<file path="config.mk">
export PLATFORM = sky130hd
export DESIGN_NAME = perf_window_ctrl
export DESIGN_NICKNAME = d
export VERILOG_FILES = /design/src/rtl/perf_pkg.sv /design/src/rtl/perf_instr_classify.sv /design/src/rtl/perf_window_ctrl.sv
export SDC_FILE = /design/constraint.sdc
export NUM_CORES = 1
export LEC_CHECK = 0
export ABC_AREA = 0
export BUFFER_PORTS_ARGS = -buffer_cell sky130_fd_sc_hd__buf_2
export CORE_ASPECT_RATIO = 0.5
export CORE_MARGIN = 8
export CORE_UTILIZATION = 50
export CTS_CLUSTER_DIAMETER = 60
export DETAILED_ROUTE_END_ITERATION = 16
export HOLD_SLACK_MARGIN = 0.12
export PLACE_DENSITY = 0.69
export RECOVER_POWER = 50
export SLEW_MARGIN = 20
export SYNTH_ARGS = -nofsm -noshare
export SYNTH_HDL_FRONTEND = slang
export SYNTH_SLANG_ARGS = --single-unit
</file>
<file path="constraint.sdc">
create_clock -name clk_i -period 2.3 [get_ports clk_i]
set_input_delay 0 -clock clk_i [delete_from_list [all_inputs] [get_ports clk_i]]
set_output_delay 0 -clock clk_i [all_outputs]
set_load 0.01 [all_outputs]
</file>
<file path="src/rtl/perf_pkg.sv">
// rtl/perf_pkg.sv - shared types and RISC-V opcode constants for the perf window controller
package perf_pkg;

    typedef enum logic [2:0] {
        REC_CYCLES  = 3'd0,
        REC_RETIRED = 3'd1,
        REC_ALU     = 3'd2,
        REC_LOAD    = 3'd3,
        REC_STORE   = 3'd4,
        REC_BRANCH  = 3'd5
    } rec_id_e;

    typedef enum logic {
        RUN_IDLE = 1'b0,
        RUN_RUN  = 1'b1
    } run_state_e;

    typedef enum logic {
        D_IDLE = 1'b0,
        D_SEND = 1'b1
    } drain_state_e;

    localparam int REC_COUNT = 6;

    localparam logic [31:0] NOP_INSTR = 32'h0000_0013;

    localparam logic [6:0] OP_REG    = 7'b0110011;
    localparam logic [6:0] OP_IMM    = 7'b0010011;
    localparam logic [6:0] OP_AUIPC  = 7'b0010111;
    localparam logic [6:0] OP_LUI    = 7'b0110111;
    localparam logic [6:0] OP_LOAD   = 7'b0000011;
    localparam logic [6:0] OP_STORE  = 7'b0100011;
    localparam logic [6:0] OP_BRANCH = 7'b1100011;
    localparam logic [6:0] OP_JAL    = 7'b1101111;
    localparam logic [6:0] OP_JALR   = 7'b1100111;

endpackage

</file>
<file path="src/rtl/perf_instr_classify.sv">
// rtl/perf_instr_classify.sv - retire qualification and one-hot instruction class decode
module perf_instr_classify
    import perf_pkg::*;
(
    input  logic [31:0] instr_i,
    input  logic        qual_i,
    output logic        retire_o,
    output logic [3:0]  class_o
);

    logic retire;

    // class_o is {alu, load, store, branch}; all zero for unlisted opcodes
    always_comb begin
        retire  = qual_i && (instr_i != NOP_INSTR);
        class_o = 4'b0000;
        if (retire) begin
            case (instr_i[6:0])
                OP_REG, OP_IMM, OP_AUIPC, OP_LUI: class_o = 4'b1000;
                OP_LOAD:                          class_o = 4'b0100;
                OP_STORE:                         class_o = 4'b0010;
                OP_BRANCH, OP_JAL, OP_JALR:       class_o = 4'b0001;
                default:                          class_o = 4'b0000;
            endcase
        end
        retire_o = retire;
    end

endmodule

</file>
<file path="src/rtl/perf_window_ctrl.sv">
// rtl/perf_window_ctrl.sv - windowed retired-instruction counters with double-buffered record drain
module perf_window_ctrl
    import perf_pkg::*;
#(
    parameter int WINDOW_CYCLES = 1000,
    parameter int CNT_W         = 32
) (
    input  logic             clk_i,
    input  logic             reset_ni,
    input  logic             start_i,
    input  logic             stop_i,
    input  logic             valid_wb_i,
    input  logic             stall_wb_i,
    input  logic [31:0]      instr_wb_i,
    output logic             rec_valid_o,
    input  logic             rec_ready_i,
    output rec_id_e          rec_id_o,
    output logic [CNT_W-1:0] rec_data_o,
    output logic             rec_last_o,
    output logic [15:0]      window_idx_o,
    output logic             busy_o,
    output logic             overflow_o
);

    localparam logic [CNT_W-1:0] LAST_CYC = CNT_W'(WINDOW_CYCLES - 1);
    localparam logic [2:0]       LAST_REC = 3'(REC_COUNT - 1);

    logic       retire;
    logic [3:0] cls;

    perf_instr_classify u_classify (
        .instr_i  (instr_wb_i),
        .qual_i   (valid_wb_i & ~stall_wb_i),
        .retire_o (retire),
        .class_o  (cls)
    );

    run_state_e       run_q, run_d;
    drain_state_e     drain_q, drain_d;
    logic [CNT_W-1:0] live_q   [REC_COUNT];
    logic [CNT_W-1:0] live_d   [REC_COUNT];
    logic [CNT_W-1:0] live_inc [REC_COUNT];
    logic [CNT_W-1:0] shadow_q [REC_COUNT];
    logic [CNT_W-1:0] shadow_d [REC_COUNT];
    logic [2:0]       rec_idx_q, rec_idx_d;
    logic [15:0]      win_idx_q, win_idx_d;
    logic             ovf_q, ovf_d;
    logic [REC_COUNT-1:0] event_vec;
    logic             window_close;
    logic             handshake;

    function automatic logic [CNT_W-1:0] sat_inc(input logic [CNT_W-1:0] v, input logic inc);
        return (inc && (v != '1)) ? v + CNT_W'(1) : v;
    endfunction

    always_comb begin
        // bit order follows rec_id_e so the shadow bank indexes directly by record id
        event_vec = {cls[0], cls[1], cls[2], cls[3], retire, 1'b1};
        for (int i = 0; i < REC_COUNT; i++) begin
            live_inc[i] = sat_inc(live_q[i], event_vec[i]);
        end

        window_close = (run_q == RUN_RUN) && !stop_i && (live_q[0] == LAST_CYC);
        handshake    = (drain_q == D_SEND) && rec_ready_i;

        run_d     = run_q;
        drain_d   = drain_q;
        live_d    = live_q;
        shadow_d  = shadow_q;
        rec_idx_d = rec_idx_q;
        win_idx_d = win_idx_q;
        ovf_d     = ovf_q;

        case (run_q)
            RUN_IDLE: begin
                if (start_i && !stop_i) begin
                    run_d = RUN_RUN;
                    for (int i = 0; i < REC_COUNT; i++) live_d[i] = '0;
                end
            end
            RUN_RUN: begin
                if (stop_i) begin
                    run_d = RUN_IDLE;
                end else if (window_close) begin
                    for (int i = 0; i < REC_COUNT; i++) live_d[i] = '0;
                end else begin
                    live_d = live_inc;
                end
            end
            default: run_d = RUN_IDLE;
        endcase

        if (handshake) begin
            if (rec_idx_q == LAST_REC) begin
                drain_d   = D_IDLE;
                rec_idx_d = 3'd0;
            end else begin
                rec_idx_d = rec_idx_q + 3'd1;
            end
        end

        // a close while the previous snapshot is still draining loses the new one
        if (window_close) begin
            if (drain_q == D_IDLE) begin
                shadow_d  = live_inc;
                win_idx_d = win_idx_q + 16'd1;
                drain_d   = D_SEND;
                rec_idx_d = 3'd0;
            end else begin
                ovf_d = 1'b1;
            end
        end
    end

    always_ff @(posedge clk_i or negedge reset_ni) begin
        if (!reset_ni) begin
            run_q     <= RUN_IDLE;
            drain_q   <= D_IDLE;
            rec_idx_q <= 3'd0;
            win_idx_q <= 16'd0;
            ovf_q     <= 1'b0;
            for (int i = 0; i < REC_COUNT; i++) begin
                live_q[i]   <= '0;
                shadow_q[i] <= '0;
            end
        end else begin
            run_q     <= run_d;
            drain_q   <= drain_d;
            rec_idx_q <= rec_idx_d;
            win_idx_q <= win_idx_d;
            ovf_q     <= ovf_d;
            live_q    <= live_d;
            shadow_q  <= shadow_d;
        end
    end

    always_comb begin
        rec_valid_o  = (drain_q == D_SEND);
        rec_id_o     = rec_valid_o ? rec_id_e'(rec_idx_q) : REC_CYCLES;
        rec_data_o   = rec_valid_o ? shadow_q[rec_idx_q] : '0;
        rec_last_o   = rec_valid_o && (rec_idx_q == LAST_REC);
        window_idx_o = win_idx_q;
        busy_o       = (run_q == RUN_RUN);
        overflow_o   = ovf_q;
    end

endmodule

</file>
# Word level (Yosys, flattened, before mapping)
# Index checks and enable logic that the tools add are counted.
[word_totals] regBits=406 in_bits=39 output_inout_bits=55 word_cells=96
[classes] n_addsub=8 n_lt_le_gt_ge=1 n_eq_ne=20 mux=28 n_bitwise=5 reduce_logical=17
[op_table] operator="192-bit 2-to-1 mux" n=3
[op_table] operator="192-bit case mux with 2 select lines" n=1
[op_table] operator="32-bit 2-to-1 mux" n=9
[op_table] operator="32-bit by 1-bit adder with 32-bit output, second input constant" n=6
[op_table] operator="32-bit != test, second input constant" n=6
[op_table] operator="32-bit binary-select mux with 3-bit select" n=1
[op_table] operator="32-bit by 10-bit equality test with 1-bit output, second input constant" n=1
[op_table] operator="32-bit by 5-bit != test with 1-bit output, second input constant" n=1
[op_table] operator="7-bit by 6-bit equality test with 1-bit output, second input constant" n=3
[op_table] operator="7-bit equality test, second input constant" n=3
[op_table] operator="16-bit by 1-bit adder with 16-bit output, second input constant" n=1
[op_table] operator="4-bit case mux with 4 select lines" n=1
[op_table] operator="3-bit 2-to-1 mux" n=5
[op_table] operator="7-bit by 5-bit equality test with 1-bit output, second input constant" n=2
[op_table] operator="1-bit logical AND" n=11
[op_table] operator="7-bit by 2-bit equality test with 1-bit output, second input constant" n=1
[op_table] operator="1-bit 2-to-1 mux" n=6
[op_table] operator="2-bit AND reduction" n=3
[op_table] operator="4-bit greater-or-equal comparator, second input constant" n=1
[op_table] operator="4-bit 2-to-1 mux" n=1
[op_table] operator="2-bit != test, second input constant" n=2
[op_table] operator="3-bit inverter with 4-bit output" n=1
[op_table] operator="4-bit OR reduction" n=1
[op_table] operator="3-bit by 1-bit adder with 3-bit output, second input constant" n=1
[op_table] operator="6 further kinds" n=8

# Logic depth before layout (Yosys ltp)
[logic_depth] word_depth=9 depth_mapped=11 mapped_depth_nobuf=7

# By module
# From an unflattened synthesis, not the netlist that was laid out.
[unflattened] cells_unflattened=2453 hier_area_um2=22348.9
[by_module_without_submodules] mod="perf_window_ctrl" instances=1 cells_per_inst=2431 area_each_um2=22212.6 seq_area_each_um2=10159.7
[by_module_without_submodules] mod="perf_instr_classify" instances=1 cells_per_inst=22 area_each_um2=136.4 seq_area_each_um2=0.0

# Least setup slack after synthesis
# OpenSTA, ideal clock, no wires.
[synth_timing] kind="register -> register" from="register live_q[96] (netlist name)" to="register live_q[118] (netlist name)" setup_time_ns=0.069 arrival_time_ns=2.326 required_ns=2.231 slack_ns=-0.095 stages_incl_launch_ff=10 cell_sequence="dfrtp_1 ha_1 nand3_1 or4_1 buf_2 nor3_4 or4_1 clkbuf_2 or4_1 nand3_1"
[synth_between] elab_chain_cells=6 elab_cells_between_ends=7 classes_between="add/sub (1); eq/ne (1); mux (4); reduce/logical (1)"
[synth_lines] item="start, declared" line="perf_window_ctrl.sv:40" source="logic [CNT_W-1:0] live_q [REC_COUNT];"
[synth_lines] item="start signal, assigned" line="perf_window_ctrl.sv:132" source="live_q <= live_d;"
[synth_lines] item="parallel branches: the longest is 2 deep, another holds 32-bit by 1-bit adder with 32-bit output"
[synth_lines] item="32-bit 2-to-1 mux (*)" line="perf_window_ctrl.sv:53" source="return (inc && (v != '1)) ? v + CNT_W'(1) : v;"
[synth_lines] item="192-bit 2-to-1 mux (*)" line="perf_window_ctrl.sv:84" source="end else if (window_close) begin"
[synth_lines] item="192-bit 2-to-1 mux (*)" line="perf_window_ctrl.sv:82" source="if (stop_i) begin"
[synth_lines] item="192-bit case mux with 2 select lines (*)" line="perf_window_ctrl.sv:74" source="case (run_q)"
# Every way passes the cells marked *. The select of a mux whose other input is x is not followed.
# A chain may end at the register's enable or synchronous reset.

# Final worst setup path
[layout_timing] from="register live_q[161] (netlist name)" to="register live_q[130] (netlist name)"
[layout_between] elab_chain_cells=5
[layout_lines] item="32-bit by 10-bit equality test with 1-bit output" line="perf_window_ctrl.sv:63" source="window_close = (run_q == RUN_RUN) && !stop_i && (live_q[0] == LAST_CYC);"
[layout_lines] item="1-bit logical AND" line="perf_window_ctrl.sv:63"
[layout_lines] item="192-bit 2-to-1 mux" line="perf_window_ctrl.sv:84"
[layout_lines] item="192-bit 2-to-1 mux" line="perf_window_ctrl.sv:82"
[layout_lines] item="192-bit case mux with 2 select lines" line="perf_window_ctrl.sv:74"
# No other way between the ends. The select of a mux whose other input is x is not followed.

==> results.toml <==
[grt]
grt_pass1_vias = 20366
met1_usage = 0.372
grt-ovfl-total = 0
grt-busiest-layer = "met2"
grt_max_degree = 107
antenna_found_initial = 1
met3_usage = 0.0612
grt_first_pass_wirelength_um = 113000
use_met2 = 0.411
track_usage = 0.268

[clock_network]
cts_tree = "built"
cts-buffers-inserted = 40
clkTransAtPathRegs_ns = 0.07
clkLatencyLatePin_ns = 0.56
htree_levels = 2
cts_root_buf = "clkbuf_16"
clockBufferDepth = 3
clkSinkCount = 406

[run_status]
violations = "setup timing"
status = "complete, but fails checks"

[timing]
rsz0062_at_grt = "yes"
fin_ws_ns = -0.169
finalSetupTns_ns = -14.05
fmax_mhz = 405
setup_violations = 283
final_hold_viol_count = 0
tightest_slew_ns = 1.02
slew_violations = 0
maxSlewHeadroom = 0.317
fin_crit_ns = 2.47
finalCritPeriodShare = 1.07
finClkSkew_ns = 0.0223

[critical_path]
r2r_end = "live_q[130]"
regToRegStartpoint = "live_q[161]"
slowest_stage = "dfrtp_1"
crit_type = "reg -> reg"
crit_chain = "ha_2 -> nor4b_4 -> nand4_1 -> buf_6 -> nor3_4 -> buf_4 -> or2_4 -> bufbuf_16 -> o211ai_1 -> o21a_1"
cp.required_ns = 2.74
reg2reg_depth = 10
cpPeakStageDelay_ns = 0.36
cp-start-kind = "flip-flop"
cp.buffers_inverters = 3
cp.arrival_ns = 2.91
r2r_slack_ns = -0.17
path_delay_family = "simple AND/OR/NAND/NOR gates"
critPathCaptureType = "flip-flop"
critPathMaxFanout = 16

[finish]
areaGrowthSynthToFinish_pct = 27.9
nets = 2847
fin_cells = 3427
drive_gt1_frac = 0.252
multi_input_area_um2 = 12100
regArea_um2 = 10200
nFillCells = 3467
finalInstanceArea_um2 = 28800
diodes = 0

[route]
post_drt_wl_per_cell_um = 22.2
ant_nets = 0
drtIter0Drc = 2551
vias = 21280
via_per_inst = 6.21
drc = 0
drtPass1Iterations = 6
totalWireLength_um = 76000

[synthesis]
synth_top_area_share = 0.451
postSynthRegisterBits = 406
synthCells = 2468
syn-cell-area_um2 = 22500
synth_top_area_cell = "dfrtp_1"
ys_seq_area_frac = 0.451
yosys_warnings = 0
synth_edf_count = 0
ys.flop_type = "dfrtp_1"
synthArstFlopShare = 1.00
yosysUniqueCellTypes = 76
synth_nets = 2514
yosys-top-cells-area = "dfrtp_1 45%, o21ai_0 6.5%, xnor2_1 5.3%, nand2_1 4.9%, mux4_2 3.2%"
syn_avg_cell_area_um2 = 9.13

[floorplanning]
die_h_um = 166
chipWidth_um = 316
coreArea_um2 = 44800
rows = 55
initial_utilization = 0.503
io_pins = 94
dieArea_um2 = 52500

[pwr]
ir_worst_vdd_v = 0.000428
p_leak_nw = 12.4
p_per_area_nw_per_um2 = 527
finalPower_mw = 15.2

[min_path]
min_path_cells = 6
hp-start = "stall_wb_i"
hold_path.class = "in -> reg"
holdPathEnd = "live_q[110]"

[place]
dpl.cell_count = 3279
gp_congestion = 0.912
placement.cell_area_um2 = 25500
place_ws_ns = -0.358
numPortBuffers = 93
dp.final_hpwl_um = 47400

[flow_run]
maxCapViolations = 0
placed cells by master, fill, tap and decap left out, drive strengths merged, types with 12 or more instances in the layout:
master,instances
nor3,63
a21oi,110
xor2,28
or4,17
and4,39
nand3,94
or3,59
a22o,12
nor4,51
a31oi,63
and3,44
o22ai,32
a21o,17
o31ai,14
nand4,65
mux4,32
o21ai,295
mux2i,41
nor2,80
nand2b,21
xnor2,137
inv,103
o211ai,13
nor2b,25
nand2,294
clkbuf,93
dfrtp,406
and2,55
buf,408
worst register-to-register path, delay by kind of cell, from the launching register on:
kind | cells | cell delay, ns
DFF | 1 | 0.36
and+or+nand+nor | 4 | 0.87
buffers and inverters | 3 | 0.68
adders and majority gates | 1 | 0.19
AOI/OAI and AO/OA | 2 | 0.25
cell usage after synthesis (all sizes together) (4+ instances only):
master	number
nor3	63
nor2	78
o211ai	13
xor2	28
o22ai	32
nor2b	25
a32o	5
nand2	294
o21bai	5
a21oi	110
a21o	17
a31oi	63
clkbuf	122
nand2b	18
ha	7
and2	55
a211oi	8
a311oi	5
mux2i	41
o21a	5
and4	39
dfrtp	406
or3	59
a22o	12
nor4	51
or4	17
nor3b	9
or2	10
a2111oi	4
buf	46
nand3	94
inv	102
xnor2	137
mux4	32
nand4	65
o31ai	14
and3	44
o21ai	295
worst max path at each step:
stage          slack (ns)  cells after the start               to    startpoint
3_5_place_dp        -0.36                      9  window_idx_o[9]   live_q[160]
5_1_grt             -0.23                     10      live_q[130]   live_q[171]
6_report            -0.17                     10      live_q[130]   live_q[161]
3_3_place_gp        -0.30                     10      live_q[163]   live_q[160]
4_1_cts             -0.11                      6   rec_data_o[23]  rec_idx_q[0]
2_1_floorplan        0.02                     11      live_q[109]        busy_o
through the flow:
stage,util,hold WS (ns)
after CTS,0.620,0.122
after detailed placement,0.569,-0.0810
after global placement,0.569,-0.0787
final,0.643,0.147
after global routing,0.643,0.207
after floorplan,-,-0.296
layer usage:
metal | routed length, um | part of all wire | vias up
met4 | 2480 | 0.033 | 2
met5 | 13 | 0.00017 | -
li1 | - | - | 9557
met1 | 31900 | 0.42 | 10519
met3 | 7220 | 0.095 | 185
met2 | 34400 | 0.45 | 1017
power by group:
group	switching, mW	total, mW	internal (mW)
sequential	0.0124	7.17	7.16
clock	2.95	7.12	4.17
combinational	0.590	0.901	0.311
total	3.55	15.2	11.6
kinds of logic after synthesis:
| kind of cell | synth area share |
|---|---|
| AND/OR/NAND/NOR | 0.223 |
| AO/OA/AOI/OAI | 0.159 |
| flip-flops | 0.451 |
| buffers and inverters | 0.0489 |
| XOR/XNOR | 0.0642 |
| multiplexers | 0.0502 |
| adder cells (fa/ha/maj) | 0.00389 |
cell type report:
cell class | count | area share
inverter | 102 | 0.0135
clock buffer | 58 | 0.0413
clock inverter | 12 | 0.00712
multi-input combinational | 1798 | 0.419
timing repair buffer | 453 | 0.141
sequential | 406 | 0.353
tap | 598 | 0.0260
state kept, by name (all words and copies together), names as in the netlist:
name and flops:
live_q 192, rec_valid_o 1, busy_o 1, overflow_o 1
window_idx_o 16, rec_idx_q 3, shadow_q 192
timing repair:
| action | 4_1_cts | 5_1_grt |
|---|---|---|
| gates cloned | 15 | 25 |
| setup buffers | 15 | 19 |
| hold endpoints to repair | 413 | 0 |
| gates resized for setup | 106 | 199 |
| endpoints found under the setup margin | 432 | 388 |
| hold buffers | 7 | 0 |
| pin swaps | 27 | 56 |
Note: power is estimated with default switching activity, not from simulation.
